==> src/rtl/clock_mode_ctrl.sv <==
// Mode/adjust sequencer for a clock display: 1 Hz run tick, field-select set
// states with press/auto-repeat adjust pulses and an idle timeout back to RUN.
//
// state    | meaning
// ---------+-----------------------------------------------------------
// RUN      | counters advance on the 1 Hz tick, adjust buttons ignored
// SET_HOUR | hour field selected, up/down produce adjust ticks
// SET_MIN  | minute field selected, up/down produce adjust ticks
// SET_SEC  | second field selected, up/down produce adjust ticks
module clock_mode_ctrl #(
  parameter int DIV     = 50_000_000,
  parameter int HOLD    = 25_000_000,
  parameter int REPEAT  = 6_250_000,
  parameter int TIMEOUT = 10
) (
  input  logic       clk,
  input  logic       rst,
  input  logic       btn_mode,
  input  logic       btn_up,
  input  logic       btn_down,
  output logic       display,
  output logic       setup_hour,
  output logic       setup_minute,
  output logic       setup_second,
  output logic       inc_dec,
  output logic       tick,
  output logic [1:0] mode
);

  localparam int PW = $clog2(DIV);
  localparam int HW = $clog2(HOLD + 1);
  localparam int IW = $clog2(TIMEOUT + 1);

  localparam logic [PW-1:0] PRE_LAST    = PW'(DIV - 1);
  localparam logic [HW-1:0] HOLD_LAST   = HW'(HOLD - 1);
  localparam logic [HW-1:0] HOLD_RELOAD = HW'(HOLD - REPEAT);
  localparam logic [HW-1:0] HOLD_ONE    = HW'(1);
  localparam logic [IW-1:0] IDLE_LIM    = IW'(TIMEOUT);

  typedef enum logic [1:0] {
    RUN      = 2'd0,
    SET_HOUR = 2'd1,
    SET_MIN  = 2'd2,
    SET_SEC  = 2'd3
  } state_t;

  state_t        state_q, state_d;
  logic [PW-1:0] presc_q, presc_d;
  logic [HW-1:0] hold_q, hold_d;
  logic [IW-1:0] idle_q, idle_d;
  logic          primed_q;
  logic          mode_prev_q, up_prev_q, down_prev_q;
  logic          tick_d, inc_dec_d;

  logic edge_mode, edge_up, edge_down;
  logic sec_pulse, in_set, timeout_hit, state_change;
  logic one_btn, adjust_ok, adj_edge, rep_hit, tick_cand;

  always_comb begin
    // primed_q masks edges on the first edge after reset so a held button
    // has to be released and pressed again
    edge_mode = primed_q & btn_mode & ~mode_prev_q;
    edge_up   = primed_q & btn_up   & ~up_prev_q;
    edge_down = primed_q & btn_down & ~down_prev_q;

    sec_pulse = (presc_q == PRE_LAST);
    presc_d   = sec_pulse ? '0 : presc_q + PW'(1);

    in_set       = (state_q != RUN);
    timeout_hit  = in_set & (idle_q == IDLE_LIM);
    state_change = timeout_hit | edge_mode;

    one_btn   = btn_up ^ btn_down;
    adjust_ok = in_set & ~state_change & one_btn;
    adj_edge  = adjust_ok & (edge_up | edge_down);
    rep_hit   = adjust_ok & ~adj_edge & (hold_q == HOLD_LAST);

    state_d = state_q;
    if (timeout_hit) begin
      state_d = RUN;
    end else if (edge_mode) begin
      case (state_q)
        RUN:      state_d = SET_HOUR;
        SET_HOUR: state_d = SET_MIN;
        SET_MIN:  state_d = SET_SEC;
        default:  state_d = RUN;
      endcase
    end

    // hold_q == 0 means no press is being tracked
    hold_d = '0;
    if (adjust_ok) begin
      if (adj_edge)
        hold_d = HOLD_ONE;
      else if (hold_q == '0)
        hold_d = '0;
      else if (rep_hit)
        hold_d = HOLD_RELOAD;
      else
        hold_d = hold_q + HW'(1);
    end

    idle_d = idle_q;
    if (!in_set || state_change || edge_up || edge_down || rep_hit)
      idle_d = '0;
    else if (sec_pulse)
      idle_d = idle_q + IW'(1);

    // back-to-back candidates (e.g. run tick then an immediate press) are
    // dropped so tick stays a clean single-cycle pulse
    tick_cand = in_set ? (adj_edge | rep_hit) : sec_pulse;
    tick_d    = tick_cand & ~tick;
    inc_dec_d = (in_set & tick_d) ? btn_up : inc_dec;
  end

  always_ff @(posedge clk or negedge rst) begin
    if (!rst) begin
      state_q      <= RUN;
      presc_q      <= '0;
      hold_q       <= '0;
      idle_q       <= '0;
      primed_q     <= 1'b0;
      mode_prev_q  <= 1'b0;
      up_prev_q    <= 1'b0;
      down_prev_q  <= 1'b0;
      tick         <= 1'b0;
      inc_dec      <= 1'b1;
      mode         <= 2'd0;
      display      <= 1'b0;
      setup_hour   <= 1'b1;
      setup_minute <= 1'b1;
      setup_second <= 1'b1;
    end else begin
      state_q      <= state_d;
      presc_q      <= presc_d;
      hold_q       <= hold_d;
      idle_q       <= idle_d;
      primed_q     <= 1'b1;
      mode_prev_q  <= btn_mode;
      up_prev_q    <= btn_up;
      down_prev_q  <= btn_down;
      tick         <= tick_d;
      inc_dec      <= inc_dec_d;
      mode         <= state_d;
      display      <= (state_d != RUN);
      setup_hour   <= (state_d != SET_HOUR);
      setup_minute <= (state_d != SET_MIN);
      setup_second <= (state_d != SET_SEC);
    end
  end

endmodule
==> config.mk <==
export PLATFORM = sky130hd
export DESIGN_NAME = clock_mode_ctrl
export DESIGN_NICKNAME = d
export VERILOG_FILES = /design/src/rtl/clock_mode_ctrl.sv
export SDC_FILE = /design/constraint.sdc
export NUM_CORES = 1
export LEC_CHECK = 0
export BUFFER_PORTS_ARGS = -buffer_cell sky130_fd_sc_hd__buf_2
export CAP_MARGIN = 20
export CORE_ASPECT_RATIO = 1.5
export CORE_UTILIZATION = 58
export CTS_BUF_LIST = sky130_fd_sc_hd__clkbuf_8
export DETAILED_ROUTE_END_ITERATION = 10
export PLACE_DENSITY = 0.86
export SYNTH_ARGS = -nofsm -noshare
export SYNTH_HDL_FRONTEND = slang
export SYNTH_SLANG_ARGS = --single-unit
==> constraint.sdc <==
create_clock -name clk -period 1.8 [get_ports clk]
set_clock_uncertainty 0.05 [all_clocks]
set_input_delay 0.45 -clock clk [delete_from_list [all_inputs] [get_ports clk]]
set_output_delay 0.45 -clock clk [all_outputs]
set_load 0.005 [all_outputs]
* Yosys cells after proc, flatten, opt, wreduce, memory -nomap -nowiden
Index checks and enable logic that the tools add are counted.
Widths: inputs -> output; s select.
** Cells by class
- $add $sub $neg :: 3
- Equality and inequality tests :: 8
- Multiplexer cells :: 11
- Bitwise logic cells :: 24
- Reductions and logical operators :: 10
** Operator list (count)
- $mux 25 :: 4
- $add 26x1->26 const B :: 1
- $eq 26x26->1 const B :: 1
- $mux 26 :: 1
- $add 25x1->25 const B :: 1
- $eq 25x25->1 const B :: 1
- $logic_not 25->1 :: 1
- $and 1x1->1 :: 14
- $mux 4 :: 2
- $not 1->1 :: 6
- $pmux 2 s3 :: 1
- $reduce_bool 2->1 :: 3
- $add 4x1->4 const B :: 1
- $eq 4x4->1 const B :: 1
- $logic_or 1x1->1 :: 4
- $mux 2 :: 2
- $ne 2x2->1 const B :: 2
- $or 1x1->1 :: 3
- $eq 2x1->1 const B :: 1
- $eq 2x2->1 const B :: 1
- $logic_not 2->1 :: 1
- $ne 2x1->1 const B :: 1
- $logic_not 1->1 :: 1
- $mux 1 :: 1
- $xor 1x1->1 :: 1
** Word-level totals
- Flip-flop bits (word level) :: 67
- Bits of input ports :: 5
- Output and inout port bits :: 8
- Word-level logic and storage cells :: 70

* Depth between registers and ports, before layout
Gate-level depths: netlist of the first run.
- Depth in word-level cells :: 14
- Gate-level depth with buffers :: 9
- Gate-level depth less buffers :: 7

* Worst setup path after synthesis of the first run
OpenSTA, ideal clock, no wires.
- Path kind :: register to register
- Start :: register idle_q[0]
- End :: register hold_q[10]
- Library setup time :: 71 ps
- Arrival :: 1757 ps
- Required time :: 1679 ps
- Slack :: -78 ps
- Stages on the path, launching flop included :: 10
- Buffers on the path :: 2
- Clock period less this slack :: 1878 ps
- Path through :: dfrtp_1 -> inv_1 -> ha_1 -> and3b_1 -> nor3_4 -> nand2_1 -> or3_1 -> buf_2 -> buf_6 -> nor2_1
** On the way
- Word-level cells in the longest chain between the ends :: 14
** Ends and longest elaborated chain
- from (decl) :: RTL line 50 : logic [IW-1:0] idle_q, idle_d;
- from (signal assigned) :: RTL line 137 : idle_q <= idle_d;
- $eq 4x4->1 * :: RTL line 70 : timeout_hit = in_set & (idle_q == IDLE_LIM);
- $and 1x1->1 * :: RTL line 70
- $or 1x1->1 * :: RTL line 71 : state_change = timeout_hit | edge_mode;
- $not 1->1 * :: RTL line 74 : adjust_ok = in_set & ~state_change & one_btn;
- $and 1x1->1 * (2 in a row) :: RTL line 74
- $and 1x1->1 :: RTL line 75 : adj_edge = adjust_ok & (edge_up | edge_down);
- $not 1->1 :: RTL line 76 : rep_hit = adjust_ok & ~adj_edge & (hold_q == HOLD_LAST);
- $and 1x1->1 (2 in a row) :: RTL line 76
- $mux 25 :: RTL line 97 : else if (rep_hit)
- $mux 25 :: RTL line 95 : else if (hold_q == '0)
- $mux 25 :: RTL line 93 : if (adj_edge)
- $mux 25 * :: RTL line 92 : if (adjust_ok) begin
- net hold_d[10] :: RTL line 49 : logic [HW-1:0] hold_q, hold_d;
- to (signal assigned) :: RTL line 136 : hold_q <= hold_d;
- to (decl) :: RTL line 49
Mark *: on every way through the listed nets, which the timed path passes. The rest lies on a longest branch.
A chain may end at the register's enable or synchronous reset.

* Final worst setup path of the first run
- Start :: register hold_q[7]
- End :: register hold_q[24]
** On the way
- Word-level cells in the longest chain between the ends :: 6
- Elaborated cells between the ends (all ways) :: 8
- Those cells by class :: add/sub (1); eq/ne (1); mux (4); bitwise (1); reduce/logical (1)
** Ends and longest elaborated chain (RTL line)
- parallel branches: the longest is 3 deep, another holds $add 25x1->25
- $mux 25 * :: 95
- $mux 25 * :: 93
- $mux 25 * :: 92
- net hold_d[24] :: 49
Mark *: on every way through the listed nets, which the timed path passes.

==> impl.org, run 1 <==
** Flow run
- The tool flagged a number of max-cap violations equal to 0.

** Detailed routing
- The first detailed-routing pass took 5 iterations.
- Number of DRC violations after detailed routing :: 0
- Via-per-instance ratio :: 6.31
- Across all layers, the routed design uses 3071 vias.
- Routed Wire Length :: 9920 um
- Detailed Route Iter0 Violations :: 209
- After detailed routing, the average wire length per cell comes to 20.4 um.
- Remaining number of nets flagged by the antenna check after routing :: 0

** Global route
- In the global route stage, met3 resource usage came out at 6.70%.
- Top Usage Layer GRT :: met2
- The initial antenna violation count came to 0.
- Maximum number of pins on one net before global-route repair :: 68
- Global routing used 32.5% of the available met1 tracks.
- For this run, global-route usage on met2 was measured as 56.8%.
- The number of global-route vias before repair is 3006.
- The first global-routing pass estimated 14100 um of wire.
- In the global route stage, overall resource usage came out at 31.2%.
- Global routing finished with a remaining overflow of 0.

** Layout
- The layout has 308 filler cells.
- The count of cells in the finished layout, fillers not included, comes to 487.
- Layout overhead on the synthesized area :: 30.8%
- 0 antenna diodes ended up in the layout.
- Layout cell share with drive strength beyond 1 :: 37.2%
- The net count of the finished layout is 424.
- Utilization of the core after routing :: 79.2%

** Floorplanning
- Site Rows :: 33
- The core region is 5530 um2.
- The die covers 6090 um2.
- Top Ports :: 13
- Horiz. Die Dim :: 64.1 um
- Initial core utilization :: 60.6%
- Die boundary height :: 95.1 um

** Placement
- Number of placed instances with taps included :: 465
- Number of port buffers :: 12
- Routability-driven placement finished with a final weighted congestion of 0.873.
- Before CTS, the worst setup slack after placement is -0.0756 ns.
- HPWL after detailed placement :: 5570 um

** Timing
- On the final layout, the worst hold slack is 0.0436 ns.
- Actual transition at the worst max-transition pin :: 0.557 ns
- Normalized max-slew margin :: 62.5%
- Hold violation total from the final report :: 0
- Final number of max-transition violations :: 0
- Fmax :: 499 MHz
- Final Worst Setup Slack :: -0.204 ns
- Fin crit share :: 111%
- Setup repair after global routing could not meet its margin everywhere.
- Subtracting the final worst setup slack from the clock period gives 2.00 ns.
- After routing, the total negative slack on setup checks comes to -4.42 ns.
- Finish-stage setup viols :: 33

** Critical path
- Data on the critical path arrives at its endpoint at 2.20 ns.
- At the worst endpoint, the required time is 2.00 ns.
- Max stage delay cell, worst path :: sky130_fd_sc_hd__nor4b_2
- Traced cell by cell, the critical path runs through buf_4 > nand3_1 > nor4_4 > nor4b_2 > xnor2_1 > nor2_2.
- STA classifies the critical path endpoint as a flip-flop.
- Classification of the worst setup path :: flip-flop to flip-flop
- Launching element type of the critical path :: flip-flop
- Largest driver fanout on the critical path :: 4
- Critical Path Max Stage Delay :: 0.51 ns

** Power and ir drop
- Power density cells :: 791 nW/um2
- In this run the static leakage power is 1.94 nW.
- IR analysis of the VDD net gives a maximum drop of 0.000743 V.

** Clock tree
- Deepest clock path buffer count :: 2
- Buffers inserted during clock tree synthesis total 9.
- TritonCTS clock tree :: yes
- Clock Pin Slew Worst Setup and Hold Paths :: 0.08 ns
- CTS Root Cell :: sky130_fd_sc_hd__clkbuf_8
- CTS sink cnt :: 67
- Source-to-sink clock delay at the later pin of the worst-skew pair :: 0.36 ns
- The clock tree synthesis step divided the H-tree into 3 levels.

** Synth
- Number of warnings issued by yosys :: 0
- Total of flip-flops plus latches after synthesis :: 67
- In this run the cell area of the synthesized design comes to 3350 um2.
- Yosys mapped a number of flops with a built-in enable equal to 0.
- Counting every net in the synthesized netlist gives 346.
- Async SR Flop Fraction :: 100%
- Sequential cell area fraction in the yosys report :: 50.2%
- Number of distinct library cells after synthesis :: 47
- Most used flip-flop cell after synthesis :: sky130_fd_sc_hd__dfrtp_1
- Synthesized instance count :: 334
- Averaged over all synthesized cells, the footprint is 10.0 um2.

** Run status
- The flow ran to the end, but the final reports show violations.
- Failing checks :: setup timing

** Hold path
- Worst min path class :: primary input to async pin
## flip-flops by register name (all words and copies together) (netlist names), 2 cells and up
register and flops:
state_q 2, idle_q 4, presc_q 26, hold_q 25
## synthesized netlist by cell type (4+ instances only)
cell                      number  area (um2)
sky130_fd_sc_hd__nand2_1      18        67.6
sky130_fd_sc_hd__nor4_1        8        50.1
sky130_fd_sc_hd__nand3_1      34         170
sky130_fd_sc_hd__inv_1        15        56.3
sky130_fd_sc_hd__or3_1         4        25.0
sky130_fd_sc_hd__and3_1        9        56.3
sky130_fd_sc_hd__nand4_1      14        87.6
sky130_fd_sc_hd__nor2_1       49         184
sky130_fd_sc_hd__dfstp_2       4         105
sky130_fd_sc_hd__dfrtp_1      63        1580
sky130_fd_sc_hd__ha_1          7        87.6
sky130_fd_sc_hd__a21oi_1      10        50.1
sky130_fd_sc_hd__xnor2_1      15         131
sky130_fd_sc_hd__o21ai_0       5        25.0
sky130_fd_sc_hd__nor4_2        4        50.1
sky130_fd_sc_hd__xor2_1       30         263
## worst max-delay path: cells and delay by family, from the launching register on
kind / cells / cell delay (ns)
and+or+nand+nor: 4 / 1.11
DFF: 1 / 0.38
xor gates and xnor gates: 1 / 0.22
buffers and inverters: 1 / 0.14
## report_power, final
| group | total [mW] | internal [mW] | switching, mW |
|---|---|---|---|
| sequential | 1.63 | 1.60 | 0.0380 |
| combinational | 0.571 | 0.251 | 0.320 |
| clock | 1.26 | 0.665 | 0.599 |
## cell type report
class                           instances  area [um2]  area share [%]
Timing Repair Buffer                   74         568            13.0
Clock inverter                          6        57.6            1.31
Multi-Input combinational cell        245        1790            40.9
Inverter                               15        56.3            1.28
Sequential cell                        67        1680            38.4
Tap cell                               70        87.6            2.00
Clock buffer                           10         138            3.14
## kinds of logic after synthesis
family          count (synthesis)  synth area share [%]
flops                          67                  50.2
other cells                     1                 0.112
xor+xnor                       45                  11.8
compound gates                 27                  5.79
buf+inv                        22                  2.80
fa+ha+maj                       7                  2.61
simple gates                  165                  26.7
## cells in the final DEF, fill, tap and decap left out, drive strengths merged, types with 6 or more instances in the layout
master	Yosys	routed
and3	9	9
o21ai	6	6
inv	15	17
xor2	30	30
nand2	19	19
dfrtp	63	63
nor4	12	12
buf	4	74
xnor2	15	15
clkbuf	3	10
nor2	49	49
a21oi	10	10
nand4	14	14
ha	7	7
nand3	35	35
## metrics by stage
stage / instance area [um2] / power, mW
CTS: 4200 / 3.36
finish: 4380 / 3.47
global placement: 3900 / 2.06
floorplan: 3360 / 1.87
global route: 4380 / 3.59
detailed placement: 3900 / 2.08
## metal layers
metal,vias to the layer above,share of wire (%)
met5,-,0
met4,0,7.0
met3,66,5.3
met2,162,54
met1,1522,34
li1,1321,-
## repair_timing
| action | 4_1_cts | 5_1_grt |
|---|---|---|
| cloned | 0 | 1 |
| pin swaps | 12 | 3 |
| hold endpoints to repair | 0 | 0 |
| buffers inserted | 1 | 4 |
| hold buffers | 0 | 0 |
| gates resized for setup | 23 | 41 |
| setup endpoints to repair | 29 | 46 |
## final timing paths
| path | start | cells past startpoint | slack [ns] | to |
|---|---|---|---|---|
| max | hold_q[7]$_DFF_PN0_ | 6 | -0.20 | hold_q[24]$_DFF_PN0_ |
| min | rst | 2 | 0.04 | hold_q[15]$_DFF_PN0_ |
| max reg2reg | hold_q[7]$_DFF_PN0_ | 6 | -0.20 | hold_q[24]$_DFF_PN0_ |
| min reg2reg | tick$_DFF_PN0_ | 1 | 0.45 | tick$_DFF_PN0_ |
| max in group asynchronous | rst | 2 | 1.32 | presc_q[7]$_DFF_PN0_ |
| min in group clk | btn_mode | 1 | 0.16 | mode_prev_q$_DFF_PN0_ |
Power figures use the tool's default switching activity.
==> run 2: changes to the inputs <==
--- a/config.mk
+++ b/config.mk
@@ -7,7 +7,7 @@
 export LEC_CHECK = 0
 export BUFFER_PORTS_ARGS = -buffer_cell sky130_fd_sc_hd__buf_2
 export CAP_MARGIN = 20
-export CORE_ASPECT_RATIO = 1.5
+export CORE_ASPECT_RATIO = 2
 export CORE_UTILIZATION = 58
 export CTS_BUF_LIST = sky130_fd_sc_hd__clkbuf_8
 export DETAILED_ROUTE_END_ITERATION = 10
==> impl.org, run 2 (synthesis gave the netlist of run 1 again) <==
** Run status
- The run finished, with violations left.
- The checks that failed: setup timing.

** Power and ir drop
- In this run switching power makes up 26.1% of total power.
- Total power for the finished layout comes to 3.50 mW.
- IR Drop Worst-Case VDD :: 0.000927 V
- Summed over all cells, the static leakage comes to 1.99 nW.
- In this run, the combinational gates consume 17.6% of the power.
- Portion of total power attributed to the clock network :: 35.7%
- Internal power comes to 2.59 mW.
- Power density cells :: 798 nW/um2
- The analysis attributes to net switching a power of 0.916 mW.
- Share of total power in sequential cells :: 46.7%

** Clock tree
- Deepest clock path buffer count :: 2
- Clock Pin Slew Worst Setup and Hold Paths :: 0.07 ns
- Source-to-sink clock delay at the later pin of the worst-skew pair :: 0.34 ns
- CTS sink cnt :: 67
- Counting the buffers created by CTS gives 9.
- H-tree lvl count :: 3
- TritonCTS clock tree :: yes
- CTS Root Cell :: sky130_fd_sc_hd__clkbuf_8
- Hold_buf cts :: 0

** Global route
- Entering global routing, the biggest net connects 68 pins.
- Number of global-route vias before repair :: 3200
- Number of antenna violations at the first check in global routing :: 0
- Wire length of the first global-routing pass :: 14900 um
- Total GRT Usage :: 33.5%
- Congestion Overflow GR :: 0

** Detailed routing
- Routed Wire Length :: 9880 um
- After detailed routing, the average wire length per cell comes to 20.3 um.
- Across all layers, the routed design uses 3009 vias.
- In this run the remaining antenna-violating nets after routing total 0.
- For this run, design rule violations remaining after detail routing come to 0.
- The first routing iteration left 189 violations.
- For this run, the detailed router's first-pass iteration total came to 4.
- After detailed routing, the number of vias per cell comes to 6.19.

** Placement
- After detailed placement, the design holds a cell count of 459.
- Number of port buffers :: 12
- HPWL after detailed placement :: 6430 um
- At the end of routability-driven placement, the weighted congestion stood at 0.931.
- Timing analysis after detailed placement gives a worst setup slack of -0.141 ns.

** Layout
- Utilization of the core after routing :: 79.6%
- After filler insertion, the fill cell instance count of the layout stands at 317.
- For this run, the post-layout net count is 433.
- In the final layout, the share of cells above drive strength 1 is 35.7%.
- Layout overhead on the synthesized area :: 31.0%
- The sequential cells in the finished layout cover a total of 1680 um2.
- The number of antenna diodes in the final layout is 0.
- Final instance count without filler cells :: 486
- Leaving out fill and tap cells, the most frequent cell in the layout is sky130_fd_sc_hd__buf_4.
- Largest register by flop count :: presc_q
- The register with the most flip-flops in the layout has 26 of them.
- Summing all multi-input logic gate instances after layout gives 1770 um2.
- Most frequent cells in the layout :: sky130_fd_sc_hd__buf_4 (69), sky130_fd_sc_hd__dfrtp_1 (63), sky130_fd_sc_hd__nor2_1 (40)
- The largest registers in the layout are presc_q: 26 flops, hold_q: 25 flops, idle_q: 4 flops.

** Critical path
- Largest driver fanout on the critical path :: 14
- Arrival time at the worst endpoint :: 2.07 ns
- STA puts the critical path data required time at 1.98 ns.
- Minimum setup slack among reg-to-reg paths :: -0.09 ns
- Crit path capture type :: flip-flop
- The worst setup path is launched from a flip-flop.
- Classification of the worst setup path :: flip-flop to flip-flop

** Floorplanning
- Core region area :: 5520 um2
- The floorplan has 38 rows.
- Once the floorplan was initialized, standard cells occupied 60.8% of the core.
- Die boundary height :: 109 um
- Pin placement for this block handled 13 I/O pins.
- The die is 55.7 um wide.
- Total die area :: 6100 um2

** Timing
- Final number of max-transition violations :: 0
- Hold violation total from the final report :: 0
- Final critical-path required period :: 1.89 ns
- Final hold analysis gives a worst-case slack of 0.0491 ns.
- Normalized max-slew margin :: 65.1%
- For the pin with the worst max-slew slack, the measured transition is 0.519 ns.
- Fmax :: 529 MHz
- Setup repair after global routing could not meet its margin everywhere.
- Setup violations remaining at the end of the flow were counted as 28.
- Across all setup checks in the final design, the least slack found is -0.0903 ns.
- In the finished design, the share of the clock period the worst path needs comes to 105%.

** Flow run
- The tool flagged a number of max-cap violations equal to 0.

** Hold path
- The tightest min-delay check is of the primary input to async pin type.
## run 2: worst max-delay path, cell delays in order (launching register included)
cell and delay, ns:
sky130_fd_sc_hd__dfrtp_1 0.41, sky130_fd_sc_hd__inv_2 0.14, sky130_fd_sc_hd__ha_4 0.17, sky130_fd_sc_hd__nor4b_4 0.22
sky130_fd_sc_hd__nand4_1 0.23, sky130_fd_sc_hd__nor2_2 0.20, sky130_fd_sc_hd__or3_4 0.27, sky130_fd_sc_hd__nor2_1 0.08
## run 2: through the flow
stage,cell area [um2],setup TNS (ns)
finish,4390,-1.86
global route,4390,-3.71
CTS,4270,-0.207
detailed placement,3930,-1.79
global placement,3930,-0.222
floorplan,3360,-0.715
## run 2: area by class of cell
type,count,share of cell area [%]
clock buffer,11,3.45
clock inverter,5,1.05
inverter,15,1.28
multi-input combinational,245,40.3
sequential,67,38.3
tap,60,1.71
timing repair buffer,83,13.9
## run 2: path summary, 6_finish.rpt
kind | startpoint | endpoint | depth (start not counted)
min in group clk | btn_mode | mode_prev_q$_DFF_PN0_ | 1
worst min register to register | tick$_DFF_PN0_ | tick$_DFF_PN0_ | 1
max in group asynchronous | rst | setup_hour$_DFF_PN1_ | 2
worst max register to register | hold_q[0]$_DFF_PN0_ | hold_q[6]$_DFF_PN0_ | 7
worst max-delay path | hold_q[0]$_DFF_PN0_ | hold_q[6]$_DFF_PN0_ | 7
worst min-delay path | rst | hold_q[10]$_DFF_PN0_ | 2
## run 2: power groups by stage
stage / Combinational [mW] / Sequential, mW / Clock [mW]
global route: 0.660 / 1.64 / 1.33
floorplan: 0.210 / 1.66 / 0
finish: 0.617 / 1.64 / 1.25
global placement: 0.446 / 1.66 / 0
detailed placement: 0.484 / 1.66 / 0
CTS: 0.548 / 1.63 / 1.28
## run 2: repair_timing
action / in CTS / in global routing
pin swaps: 8 / 14
setup buffers: 8 / 5
setup endpoints to repair: 28 / 49
cloned: 1 / 0
resized for setup: 22 / 25
## run 2: layer usage
metal	part of all wire [%]	up-vias	track usage [%]
li1	-	1336	-
met1	31	1501	26.8
met2	57	114	65.5
met3	3.8	58	7.76
met4	7.9	0	28.2
met5	0	-	0
==> run 3: changes to the inputs <==
--- a/config.mk
+++ b/config.mk
@@ -5,13 +5,14 @@
 export SDC_FILE = /design/constraint.sdc
 export NUM_CORES = 1
 export LEC_CHECK = 0
+export ABC_AREA = 1
 export BUFFER_PORTS_ARGS = -buffer_cell sky130_fd_sc_hd__buf_2
 export CAP_MARGIN = 20
 export CORE_ASPECT_RATIO = 2
-export CORE_UTILIZATION = 58
+export CORE_UTILIZATION = 35
 export CTS_BUF_LIST = sky130_fd_sc_hd__clkbuf_8
 export DETAILED_ROUTE_END_ITERATION = 10
-export PLACE_DENSITY = 0.86
+export PLACE_DENSITY = 0.6
 export SYNTH_ARGS = -nofsm -noshare
 export SYNTH_HDL_FRONTEND = slang
 export SYNTH_SLANG_ARGS = --single-unit
==> impl.org, run 3 <==
** Detailed routing
- Routed Wire Length :: 11800 um
- Detailed-routing iteration count for the pre-antenna-repair pass :: 4
- Via-per-instance ratio :: 5.11
- Remaining number of nets flagged by the antenna check after routing :: 0
- In the final routing, the length of wire on met1 measures 3750 um.
- Detailed Route Iter0 Violations :: 243
- After detailed routing, the met2 layer carries 6700 um of wire.
- Max Used Layer :: met4
- The detailed router placed 3603 vias in this run.
- Routed len/inst :: 16.7 um
- Number of DRC violations after detailed routing :: 0
- Amount of wire on met3 after detailed routing :: 282 um

** Synth
- By area the synthesized netlist is led by sky130_fd_sc_hd__dfrtp_1 (38%), sky130_fd_sc_hd__nand2_1 (9.1%), sky130_fd_sc_hd__nor2_1 (8.3%), sky130_fd_sc_hd__inv_1 (5.8%), sky130_fd_sc_hd__nand3_1 (4.1%).
- Share of the synthesized area in the top cell type :: 38.2%
- By instance count, the leading cell after synthesis is sky130_fd_sc_hd__nand2_1.
- Counting instances in the post-synthesis netlist gives the leading cell types as sky130_fd_sc_hd__nand2_1 (100), sky130_fd_sc_hd__nor2_1 (91), sky130_fd_sc_hd__inv_1 (64).
- When the netlist entered floorplanning its net count stood at 539.
- Synthesis produced 527 cells.
- The synthesized design contains 0 enable-type register cells.
- Cell accounting for the most synthesized area :: sky130_fd_sc_hd__dfrtp_1
- Sequential cell area fraction in the yosys report :: 40.7%
- Async SR Flop Fraction :: 100%
- Summing every instance area after synthesis gives 4130 um2.
- Yosys mapped the design onto 34 distinct sky130hd cell types.
- Among all flip-flop cells after synthesis, the most frequent one is sky130_fd_sc_hd__dfrtp_1.
- Total of flip-flops plus latches after synthesis :: 67
- Per-instance average area after synthesis :: 7.84 um2
- Number of warnings issued by yosys :: 0

** Clock tree
- Source-to-sink clock delay at the later pin of the worst-skew pair :: 0.36 ns
- CTS Root Cell :: sky130_fd_sc_hd__clkbuf_8
- TritonCTS built the clock tree.
- Clock Pin Slew Worst Setup and Hold Paths :: 0.09 ns
- TritonCTS created 9 clock buffers.
- The H-tree was split into 3 levels.
- Hold_buf cts :: 0
- Deepest clock path buffer count :: 2
- CTS sink cnt :: 67

** Critical path
- The critical path starts at hold_q[3]$_DFF_PN0_.
- On the worst path, the slowest cell contributes a delay of 0.43 ns.
- Most numerous cell on the critical path :: sky130_fd_sc_hd__nand2_1
- Crit path capture type :: flip-flop
- The worst setup path is of the flip-flop to flip-flop kind.
- For flop-to-flop paths, the worst setup slack is 0.05 ns.
- Launching element type of the critical path :: flip-flop
- Among all stages on the critical path, the largest delay is contributed by sky130_fd_sc_hd__dfrtp_1.
- Arrival time at the worst endpoint :: 1.99 ns
- List of cells traversed by the critical path :: nand2_1 > nor3_4 > nand2_1 > o21ai_0 > nand3_1 > nor2_1
- Capturing instance or port of the critical path :: hold_q[15]$_DFF_PN0_
- Source of the worst register-to-register timing path :: hold_q[3]$_DFF_PN0_
- At the worst endpoint, the required time is 2.04 ns.
- Along the worst path, the maximum fanout reaches 3.
- Worst r2r dst :: hold_q[15]$_DFF_PN0_
- Measured in cells, the most critical reg-to-reg path has a length of 6.

** Global route
- Entering global routing, the biggest net connects 68 pins.
- Number of antenna violations at the first check in global routing :: 0
- The number of global-route vias before repair came to 3710.
- Wire length of the first global-routing pass :: 18300 um
- Global routing used 20.3% of the available tracks across all layers.
- The total overflow left after global routing is 0.

** Layout
- The register with the most flip-flops in the layout has 26 of them.
- Ranked by flip-flop count, first place goes to presc_q.
- In the final layout, the share of cells above drive strength 1 is 21.5%.
- Most frequent cells in the layout :: sky130_fd_sc_hd__nand2_1 (98), sky130_fd_sc_hd__nor2_1 (88), sky130_fd_sc_hd__inv_1 (63)
- Fillers :: 1195
- Layout overhead on the synthesized area :: 16.2%
- Most common cell after layout, fill and taps aside :: sky130_fd_sc_hd__nand2_1
- Biggest regs :: presc_q: 26 flops, hold_q: 25 flops, idle_q: 4 flops
- Count of antenna diodes in the layout :: 0
- Area of all sequential standard cells :: 1680 um2
- Multi-input logic area :: 2230 um2
- For this run, the post-layout net count is 570.

** Timing
- Finish-stage setup viols :: 0
- The count of final hold-check violations came to 0.
- Final number of max-transition violations :: 0
- RSZ-0062 raised after global routing :: true
- Fin crit share :: 97.5%
- For this run, the top clock speed supported by timing is 570 MHz.
- The clock period could shrink to 1.75 ns.
- Setup slack on the critical path of the routed design comes to 0.0452 ns.
- Setup TNS :: 0 ns

** Power and ir drop
- The analysis attributes to cell leakage a power of 2.17 nW.
- IR analysis of the VDD net gives a maximum drop of 0.000460 V.
- Power density cells :: 807 nW/um2

** Floorplanning
- The floorplan step set the die width to 78.8 um.
- Die boundary height :: 156 um
- Top Ports :: 13
- The die covers 12300 um2.
- After floorplanning, the core was sized to cover 11400 um2.
- The initial utilization of the core area, before any placement, comes to 36.2%.
- Site Rows :: 55

** Run status
- The flow ran to the end, and the final reports show no timing, DRC or antenna violations.

** Placement
- HPWL after detailed placement :: 9090 um
- Routability-driven placement finished with a final weighted congestion of 1.01.
- At the placement stage, the worst setup path has a slack of -0.0609 ns.
- Number of port buffers :: 12

** Flow run
- Max-cap violations in this run came to 0.

** Hold path
- In this run the worst hold path is classified as primary input to async pin.
[run 3: cell types whose count changed in the layout (fill, tap and decap cells not counted), sizes merged, moves of 7 or more]
cell / change
nand4: +10
o21ai: +7
xor2: -13
and3: -7
nor3: +17
nand2: +94
buf: -62
nor2: +63
nor4: -11
inv: +62
[run 3: power by group]
part,switching [mW],internal (mW)
Clock,0.617,1.06
Combinational,0.325,0.203
Sequential,0.0506,1.62
Total,0.992,2.88
[run 3: per-layer routing]
| metal | track usage, % | vias to the layer above |
|---|---|---|
| met1 | 17.8 | 1714 |
| met4 | 17.1 | 0 |
| met5 | 0 | - |
| met2 | 38.8 | 101 |
| li1 | - | 1730 |
| met3 | 2.92 | 58 |
[run 3: metrics by stage]
stage	cell area, um2	hold WS (ns)	instances	util [%]	total power, mW
6_report	4800	0.0451	705	42.0	3.87
5_1_grt	4800	0.0693	705	42.0	4.05
4_1_cts	4710	0.0610	702	41.2	3.87
3_5_place_dp	4420	0.411	686	38.7	2.18
3_3_place_gp	4420	0.401	686	38.7	2.16
2_1_floorplan	4130	0.104	527	-	1.93
[run 3: repair_timing]
item | in CTS | in global routing
pin swaps | 0 | 3
endpoints found under the setup margin | 16 | 33
gates resized for setup | 5 | 15
gates cloned | 0 | 1
buffers inserted | 0 | 2
[run 3: worst min-delay path by stage]
stage                                      end  slack, ns  depth (start not counted)
after CTS                 hold_q[12]$_DFF_PN0_       0.06                          2
after detailed placement  presc_q[0]$_DFF_PN0_       0.41                          1
final                     hold_q[21]$_DFF_PN0_       0.05                          2
after floorplan              display$_DFF_PN0_       0.10                          0
after global placement    presc_q[0]$_DFF_PN0_       0.40                          1
after global routing      hold_q[21]$_DFF_PN0_       0.07                          2
[run 3: cell type report]
type / instances / share of cell area [%]
tap: 142 / 3.70
clock inverter: 7 / 2.92
timing repair buffer: 21 / 2.92
clock buffer: 9 / 2.58
sequential: 67 / 35.1
inverter: 80 / 6.41
multi-input combinational: 379 / 46.4
[run 3: critical path, delay by kind of cell, from the launching register on]
kind | cells | cell delay (ns)
AND/OR/NAND/NOR | 5 | 0.97
flip-flops | 1 | 0.43
AO/OA/AOI/OAI | 1 | 0.23
[run 3: logic make-up after synthesis]
logic type | Yosys count | synth area share, %
DFF | 67 | 40.7
adders and majority gates | 7 | 2.12
AOI/OAI and AO/OA | 27 | 3.33
buffers and inverters | 82 | 7.63
other | 1 | 0.0908
and+or+nand+nor | 317 | 40.6
xor gates and xnor gates | 26 | 5.51
